**src/rtl/eda_img_loader.sv**
```systemverilog
// eda_img_loader: accepts a raster pixel stream, drives the pixel RAM write port and
// holds the frame for the window scanner until it is released.
module eda_img_loader #(
    parameter int M           = 16,
    parameter int N           = 16,
    parameter int PIXEL_WIDTH = 8,
    parameter int I_WIDTH     = $clog2(M),
    parameter int J_WIDTH     = $clog2(N),
    parameter int ADDR_WIDTH  = I_WIDTH + J_WIDTH
) (
    input  logic                   clk,
    input  logic                   reset_n,
    input  logic                   start,
    input  logic                   img_release,
    input  logic                   s_valid,
    output logic                   s_ready,
    input  logic [PIXEL_WIDTH-1:0] s_data,
    input  logic                   s_sof,
    input  logic                   s_eol,
    output logic                   write_en,
    output logic [ADDR_WIDTH-1:0]  wr_addr,
    output logic [PIXEL_WIDTH-1:0] pixel_in,
    output logic                   busy,
    output logic                   frame_done,
    output logic                   img_valid,
    output logic                   err_sof,
    output logic                   err_eol
);
    typedef enum logic [1:0] {IDLE, WAIT_SOF, LOAD, FULL} state_t;
    state_t             state;
    logic [I_WIDTH-1:0] row;
    logic [J_WIDTH-1:0] col;
    logic               take;
    logic               col_last;
    logic               last_px;
    logic [I_WIDTH-1:0] er;
    logic [J_WIDTH-1:0] ec;
    assign s_ready  = (state == WAIT_SOF) || (state == LOAD);
    assign busy     = s_ready;
    // SOF always lands at pixel (0,0), whether it opens the frame or restarts it
    assign take     = s_valid && s_ready && (s_sof || state == LOAD);
    assign er       = s_sof ? '0 : row;
    assign ec       = s_sof ? '0 : col;
    assign col_last = (ec == J_WIDTH'(N - 1));
    assign last_px  = col_last && (er == I_WIDTH'(M - 1));
    always_ff @(posedge clk or negedge reset_n) begin
        if (!reset_n) begin
            state      <= IDLE;
            row        <= '0;
            col        <= '0;
            write_en   <= 1'b0;
            wr_addr    <= '0;
            pixel_in   <= '0;
            frame_done <= 1'b0;
            img_valid  <= 1'b0;
            err_sof    <= 1'b0;
            err_eol    <= 1'b0;
        end else begin
            write_en   <= take;
            frame_done <= 1'b0;
            if (take) begin
                wr_addr  <= {er, ec};
                pixel_in <= s_data;
                col      <= ec + 1'b1;
                row      <= er + I_WIDTH'(col_last);
                if (s_sof && state == LOAD) err_sof <= 1'b1;
                if (s_eol != col_last) err_eol <= 1'b1;
                state    <= last_px ? FULL : LOAD;
            end
            if (state == IDLE && start) begin
                state   <= WAIT_SOF;
                err_sof <= 1'b0;
                err_eol <= 1'b0;
            end
            // img_valid trails the FULL transition by one cycle so it aligns with the last write landing
            if (state == FULL && !img_valid) begin
                img_valid  <= 1'b1;
                frame_done <= 1'b1;
            end
            if (state == FULL && img_valid && img_release) begin
                state     <= IDLE;
                img_valid <= 1'b0;
            end
        end
    end
endmodule
```
**config.mk**
```make
export PLATFORM = sky130hd
export DESIGN_NAME = eda_img_loader
export DESIGN_NICKNAME = d
export VERILOG_FILES = /design/src/rtl/eda_img_loader.sv
export SDC_FILE = /design/constraint.sdc
export NUM_CORES = 1
export LEC_CHECK = 0
export CAP_MARGIN = 20
export CORE_MARGIN = 10
export CORE_UTILIZATION = 29
export DETAILED_ROUTE_END_ITERATION = 12
export SKIP_LAST_GASP = 1
export SLEW_MARGIN = 20
export SYNTH_ARGS = -nofsm -noshare
export SYNTH_HDL_FRONTEND = slang
export SYNTH_SLANG_ARGS = --single-unit
```
**constraint.sdc**
```tcl
create_clock -name clk -period 4.2 [get_ports clk]
set_clock_uncertainty 0.05 [all_clocks]
set_input_delay 0.63 -clock clk [delete_from_list [all_inputs] [get_ports clk]]
set_output_delay 0.63 -clock clk [all_outputs]
set_load 0.03 [all_outputs]
```
* Yosys cells after proc, flatten, opt, wreduce, memory -nomap -nowiden
Cells that the tools add are included.
** Storage, ports and cells
- Bits in registers :: 31
- Input bits :: 15
- Output and inout bits :: 23
** Cells by class
- Add/sub/neg operators :: 2
- Equal/unequal tests :: 6
- Muxes and demuxes :: 15
- Reduce and logical (&&, ||, !) cells :: 19
** Operator list (count)
- two-way mux 1 bit :: 10
- == test 4 bit (second input constant) :: 2
- logical AND 1 bit :: 8
- two-way mux 4 bit :: 2
- nonzero test 2 bit :: 4
- two-way mux 2 bit :: 3
- adder 4 x 1 -> 4 bit :: 1
- adder 4 x 1 -> 4 bit (second input constant) :: 1
- == test 2 bit (second input constant) :: 2
- AND reduction 2 bit :: 2
- nonzero test 3 bit :: 1
- == test 2 x 1 -> 1 bit (second input constant) :: 1
- zero test 2 bit :: 1
- logical OR 1 bit :: 2
- zero test 1 bit :: 1
- inequality test 1 bit :: 1

* Logic depth before layout (Yosys ltp)
Gate-level depths: netlist (run 1).
- Word-level depth :: 7
- Mapped depth :: 10
- Gate-level depth less buffers :: 9

* Worst setup path before layout (run 1)
Ideal clock, no wire load.
- Path kind :: input-to-reg
- From :: input s_sof
- To :: register row[1]
- Arrival :: 1.950 ns
- Data required time :: 4.025 ns
- Slack :: 2.075 ns
- Stages :: 8
- Path buffers :: 1
- Cells stage by stage :: buf_2 > nor2b_1 > ha_1 > nand4b_1 > inv_1 > ha_1 > ha_1 > mux2_2
** On the way
- Cells in the longest elaborated chain, start to end :: 3
- Elaborated cells on any way between the ends :: 6
** Ends and longest elaborated chain
- start, declared :: line 18 : input logic s_sof,
- two-way mux 4 bit :: line 43 : assign ec = s_sof ? '0 : col;
- named net ec[0] :: line 37 : logic [J_WIDTH-1:0] ec;
- == test 4 bit :: line 44 : assign col_last = (ec == J_WIDTH'(N - 1));
- adder 4 x 1 -> 4 bit :: line 65 : row <= er + I_WIDTH'(col_last);
- end signal, assigned :: line 65
- end, declared :: line 31 : logic [I_WIDTH-1:0] row;
The timed path passes the listed nets, and every way through them passes these cells.
A chain may end at the register's enable or synchronous reset.

* Worst setup path after layout (run 1)
Same ends and word-level chain as after synthesis.

==> results of run 1 <==
==> routing by layer <==
layer	routed length (µm)	vias up
li1	-	506
met1	1240	499
met2	1490	30
met3	357	6
met4	66	0
met5	0	-
==> power by group through the flow <==
| stage | Combinational [mW] | Clock [mW] | Sequential, mW |
|---|---|---|---|
| finish | 0.111 | 0.256 | 0.331 |
| global placement | 0.112 | 0 | 0.336 |
| global route | 0.120 | 0.284 | 0.334 |
| floorplan | 0.0328 | 0 | 0.359 |
| detailed placement | 0.113 | 0 | 0.337 |
| CTS | 0.113 | 0.266 | 0.332 |
==> layout make-up <==
class	instances	area, µm²	share of cell area, %
flip-flops and latches	31	776	40.3
repair buffers	40	393	20.4
well taps	54	67.6	3.51
inverters	9	33.8	1.75
multi-input cells	76	556	28.8
clock buffers	8	100	5.20
==> Yosys cell counts, drive strengths merged <==
cell type	n
a21o	1
a21oi	7
a221oi	1
a22o	1
a31oi	2
a41oi	1
and3	1
buf	4
clkbuf	2
dfrtp	31
ha	6
inv	9
mux2	13
nand2	10
nand2b	3
nand3	5
nand4	1
nand4b	1
nor2	2
nor2b	4
nor3	2
o211ai	1
o21ai	8
o31ai	3
or4	1
xnor2	2
==> registers in the layout, indices dropped and copies added, names as in the netlist <==
| register | count |
|---|---|
| write_en | 1 |
| state | 2 |
| pixel_in | 8 |
| row | 4 |
| img_valid | 1 |
| col | 4 |
| wr_addr | 8 |
| err_eol | 1 |
| frame_done | 1 |
| err_sof | 1 |
==> final timing paths <==
check | slack (ns) | endpoint
max reg2reg | 1.98 | err_eol
min reg2reg | 0.42 | frame_done
min | 0.42 | frame_done
max in group asynchronous | 3.14 | wr_addr[2]
max | 1.48 | row[1]
min in group asynchronous | 0.68 | pixel_in[5]
==> logic make-up after synthesis <==
| kind of cell | Yosys count | share of synthesized area [%] |
|---|---|---|
| buffers and inverters | 15 | 4.57 |
| xor gates and xnor gates | 2 | 1.26 |
| DFF | 31 | 55.6 |
| and+or+nand+nor | 30 | 11.5 |
| muxes | 13 | 10.5 |
| AOI/OAI and AO/OA | 25 | 11.2 |
| adders and majority gates | 6 | 5.38 |
==> worst reg2reg max path: stages (launching register included) <==
cell	delay, ns
dfrtp_1	0.38
inv_1	0.07
ha_1	0.29
o211ai_2	0.82
buf_4	0.26
a21oi_1	0.04
a22o_1	0.20
==> per-stage QoR <==
step                      hold slack (ns)  setup slack, ns
after global routing                0.452             1.27
final                               0.422             1.48
after CTS                           0.429             1.49
after detailed placement            0.420             1.17
after floorplan                     0.284             2.07
after global placement              0.405             1.26
==> out/metrics.cfg, run 1 <==
[worst_setup_path]
cp-end-kind = register
arrival_ns = 2.84
cp_num_cells = 8
reg2reg_from = state[0]
path_buf_inv = 2
required_ns = 4.32
setup.worst_path.start = s_sof
path_cells = clkdlybuf4s50_1, nor2b_1, ha_1, nand4b_1, inv_1, ha_1, ha_1, mux2_2
critPathMaxStageDelay_ns = 0.85
criticalPathCategory = in -> reg
ff2ff_path_depth = 6
critPathSlowestCell = clkdlybuf4s50_1
cp_top_family = buffers and inverters
crit_path_start_kind = primary input
crit_top_cell = ha_1
crit_fanout = 18

[clock_network]
cts_tree = done
htreeDepth = 2
clkTransAtPathRegs_ns = 0.06
clk_root_buffer_cell = clkbuf_8
post_cts_buffers = 0
cts_resized = 0
hold_buffers = 0
insertion_delay_ns = 0.28
clockBufferDepth = 2
clock_sinks = 31
cts-buffers-inserted = 5

[detailed_routing]
drt_iter0_drc = 61
wire_per_inst_um = 14.5
finalWirelength_mm = 3.15
drtPass1Iterations = 4
via_per_inst = 4.78
drc = 0
vias = 1041
ant_nets = 0

[synthesis]
synth_top_area_cell = dfrtp_1
synth_top_area_share_pct = 55.6
seq_area_frac_synth_pct = 55.6
postSynthCellCount = 122
yosysUniqueCellTypes = 29
syn_nets = 143
ys_seq_elements = 31
ys_warn_count = 0
synth_area_per_cell_um2 = 11.4
synth_area_um2 = 1400
synth_area_leaders = dfrtp_1, mux2_2, ha_1

[worst_hold_path]
whs_path_depth = 1
hold_start = img_valid
min_path_type = reg -> reg

[finish]
drive_gt1_share_pct = 12.8
antenna_cells = 0
design_area_um2 = 1930
final_net_count = 184
nFillCells = 464
area_growth_syn_to_layout_pct = 38.0
utilization_pct = 41.0
final_common_cell = clkdlybuf4s50_1
stdcell_count = 218
final_cell_mix = clkdlybuf4s50_1, dfrtp_1, nand2_1

[global_route]
grtUsageTotal_pct = 8.79
grt_util_met1_pct = 8.97
top_usage_layer = met2
grt_max_degree = 32
gr-usage-met3_pct = 6.11
use_met2_pct = 13.2
grt_pass1_wl_mm = 5.29
grt_pass1_vias = 1112
grt-ovfl-total = 0
antenna_found_initial = 0

[power]
peakVddDrop_mv = 0.204
power_switching_mw = 0.179
sw_frac_of_total_pct = 25.6
total_power_mw = 0.698
clkPwrFrac_pct = 36.7
p_comb_share_pct = 15.8
p_per_area_nw_per_um2 = 363
p_leak_nw = 0.842
p_int_mw = 0.520
p_seq_share_pct = 47.5

[place]
place_congestion = 0.769
place_area_um2 = 1830
io_buffers = 37
hpwl_mm = 2.37
placed_cells = 210

[sta]
setup_viol = 0
rsz0062_at_grt = no
setup_tns_ns = 0
worstMarginPinSlew_ns = 1.01
slew_viol_final = 0
fmax_mhz = 368
fin_crit_sh_pct = 64.7
hold_violations = 0
layout_min_cycle_time_ns = 2.72
relSlewSlack_pct = 32.7

[die]
die_h_um = 89.4
die_area_um2 = 7990
fp-row-count = 25
io-pin-count = 38
start_util_pct = 29.7
core_area_um2 = 4690
die_w_um = 89.4

[job]
drv_cap = 0

[outcome]
status = completed

No activity file was read; power rests on OpenSTA's default activity.
==> run 2, diff against run 1 <==
Clock period 4.2 ns to 2.4 ns, I/O delays scaled along.
==> out/metrics.cfg, run 2 (synthesized netlist as in run 1, its figures left out) <==
[detailed_routing]
ant_nets = 0
wire_per_inst_um = 14.5
via_per_inst = 4.79
finalWirelength_mm = 3.20
drt_iter0_drc = 90
drc = 0
drtPass1Iterations = 4
vias = 1054

[finish]
final_net_count = 186
area_growth_syn_to_layout_pct = 40.4
final_common_cell = clkdlybuf4s50_1
nFillCells = 455
regArea_um2 = 776
multiInputGateArea_um2 = 556
design_area_um2 = 1960
drive_gt1_share_pct = 13.9
top_regs = pixel_in x8, wr_addr x8
final_cell_mix = clkdlybuf4s50_1, dfrtp_1, nand2_1
antenna_cells = 0

[power]
peakVddDrop_mv = 0.327
p_per_area_nw_per_um2 = 622
p_leak_nw = 0.855
total_power_mw = 1.22

[job]
drv_cap = 0

[die]
fp-row-count = 25
start_util_pct = 29.7
die_w_um = 89.4
core_area_um2 = 4690
io-pin-count = 38
die_h_um = 89.4
die_area_um2 = 7990

[global_route]
grt_pass1_wl_mm = 5.38
grt_max_degree = 32
antenna_found_initial = 0
grt_pass1_vias = 1130
grt-ovfl-total = 0
grtUsageTotal_pct = 8.76

[clock_network]
cts-buffers-inserted = 5
clk_root_buffer_cell = clkbuf_8
cts_tree = done
clkTransAtPathRegs_ns = 0.06
htreeDepth = 2
clockBufferDepth = 2
hold_buffers = 0
clock_sinks = 31
insertion_delay_ns = 0.27

[worst_setup_path]
path_cells = clkdlybuf4s50_1, nor2b_1, ha_1, nand4b_1, inv_1, ha_1, ha_1, mux2_2
crit_path_start_kind = primary input
crit_top_cell = ha_1
ff2ff_path_depth = 6
critPathMaxStageDelay_ns = 0.53
criticalPathCategory = in -> reg
required_ns = 2.51
reg2reg_from = state[1]
critPathSlowestCell = clkdlybuf4s50_1
cp-end-kind = register
r2r-end = col[0]
setup.worst_path.start = s_sof
arrival_ns = 2.08
crit_fanout = 4
endpoint = row[1]
reg2reg_slack_ns = 0.51

[sta]
setup_tns_ns = 0
slew_viol_final = 0
layout_min_cycle_time_ns = 1.98
setup_viol = 0
relSlewSlack_pct = 74.0
fin_crit_sh_pct = 82.3
worstMarginPinSlew_ns = 0.389
hold_violations = 0
fmax_mhz = 506
rsz0062_at_grt = no

[outcome]
status = completed

[place]
io_buffers = 37
hpwl_mm = 2.45
place_area_um2 = 1850
place_congestion = 0.812

[worst_hold_path]
min_path_type = in -> async

run 2: worst min path at each step:
stage	endpoint	startpoint	cells past startpoint	slack, ns
2_1_floorplan	col[0]	reset_n	0	0.01
3_3_place_gp	frame_done	img_valid	1	0.40
3_5_place_dp	frame_done	img_valid	1	0.41
4_1_cts	frame_done	img_valid	1	0.42
5_1_grt	pixel_in[5]	reset_n	2	0.45
6_report	pixel_in[5]	reset_n	2	0.42
run 2: stage by stage:
step                      instances  setup WS [ns]  hold WS [ns]  utilization [%]
after CTS                       220         0.0318         0.423             41.6
after global routing            220          0.258         0.445             41.7
after global placement          212          0.209         0.404             39.5
after detailed placement        212          0.123         0.413             39.5
after floorplan                 122          0.530        0.0144                -
final                           220          0.425         0.419             41.7
run 2: layout make-up:
cell class                 count  share of cell area (%)
tap                           54                    3.45
inverter                       9                    1.73
sequential                    31                    39.6
clock buffer                   8                    5.11
timing repair buffer          42                    21.7
multi-input combinational     76                    28.4
run 2: where the power goes:
part	switching, mW	internal, mW	total, mW
Sequential	0.0249	0.556	0.581
Clock	0.176	0.261	0.437
Combinational	0.104	0.0956	0.200
run 2: repair_timing:
action | in CTS | in global routing
gates resized for setup | 0 | 2
endpoints found under the setup margin | 0 | 2
setup buffers | 0 | 0
run 2: routing by layer:
layer  track usage (%)  wire [µm]  vias up
li1                  -          -      510
met1              8.97       1220      502
met2              14.2       1540       36
met3              5.38        390        6
met4              3.47         43        0
met5                 0          0        -
run 2: worst max-delay path, delay by kind of cell:
| kind | cells | cell delay, ns |
|---|---|---|
| AND/OR/NAND/NOR | 2 | 0.20 |
| multiplexers | 1 | 0.26 |
| adder cells (fa/ha/maj) | 3 | 0.67 |
| buffers and inverters | 2 | 0.58 |
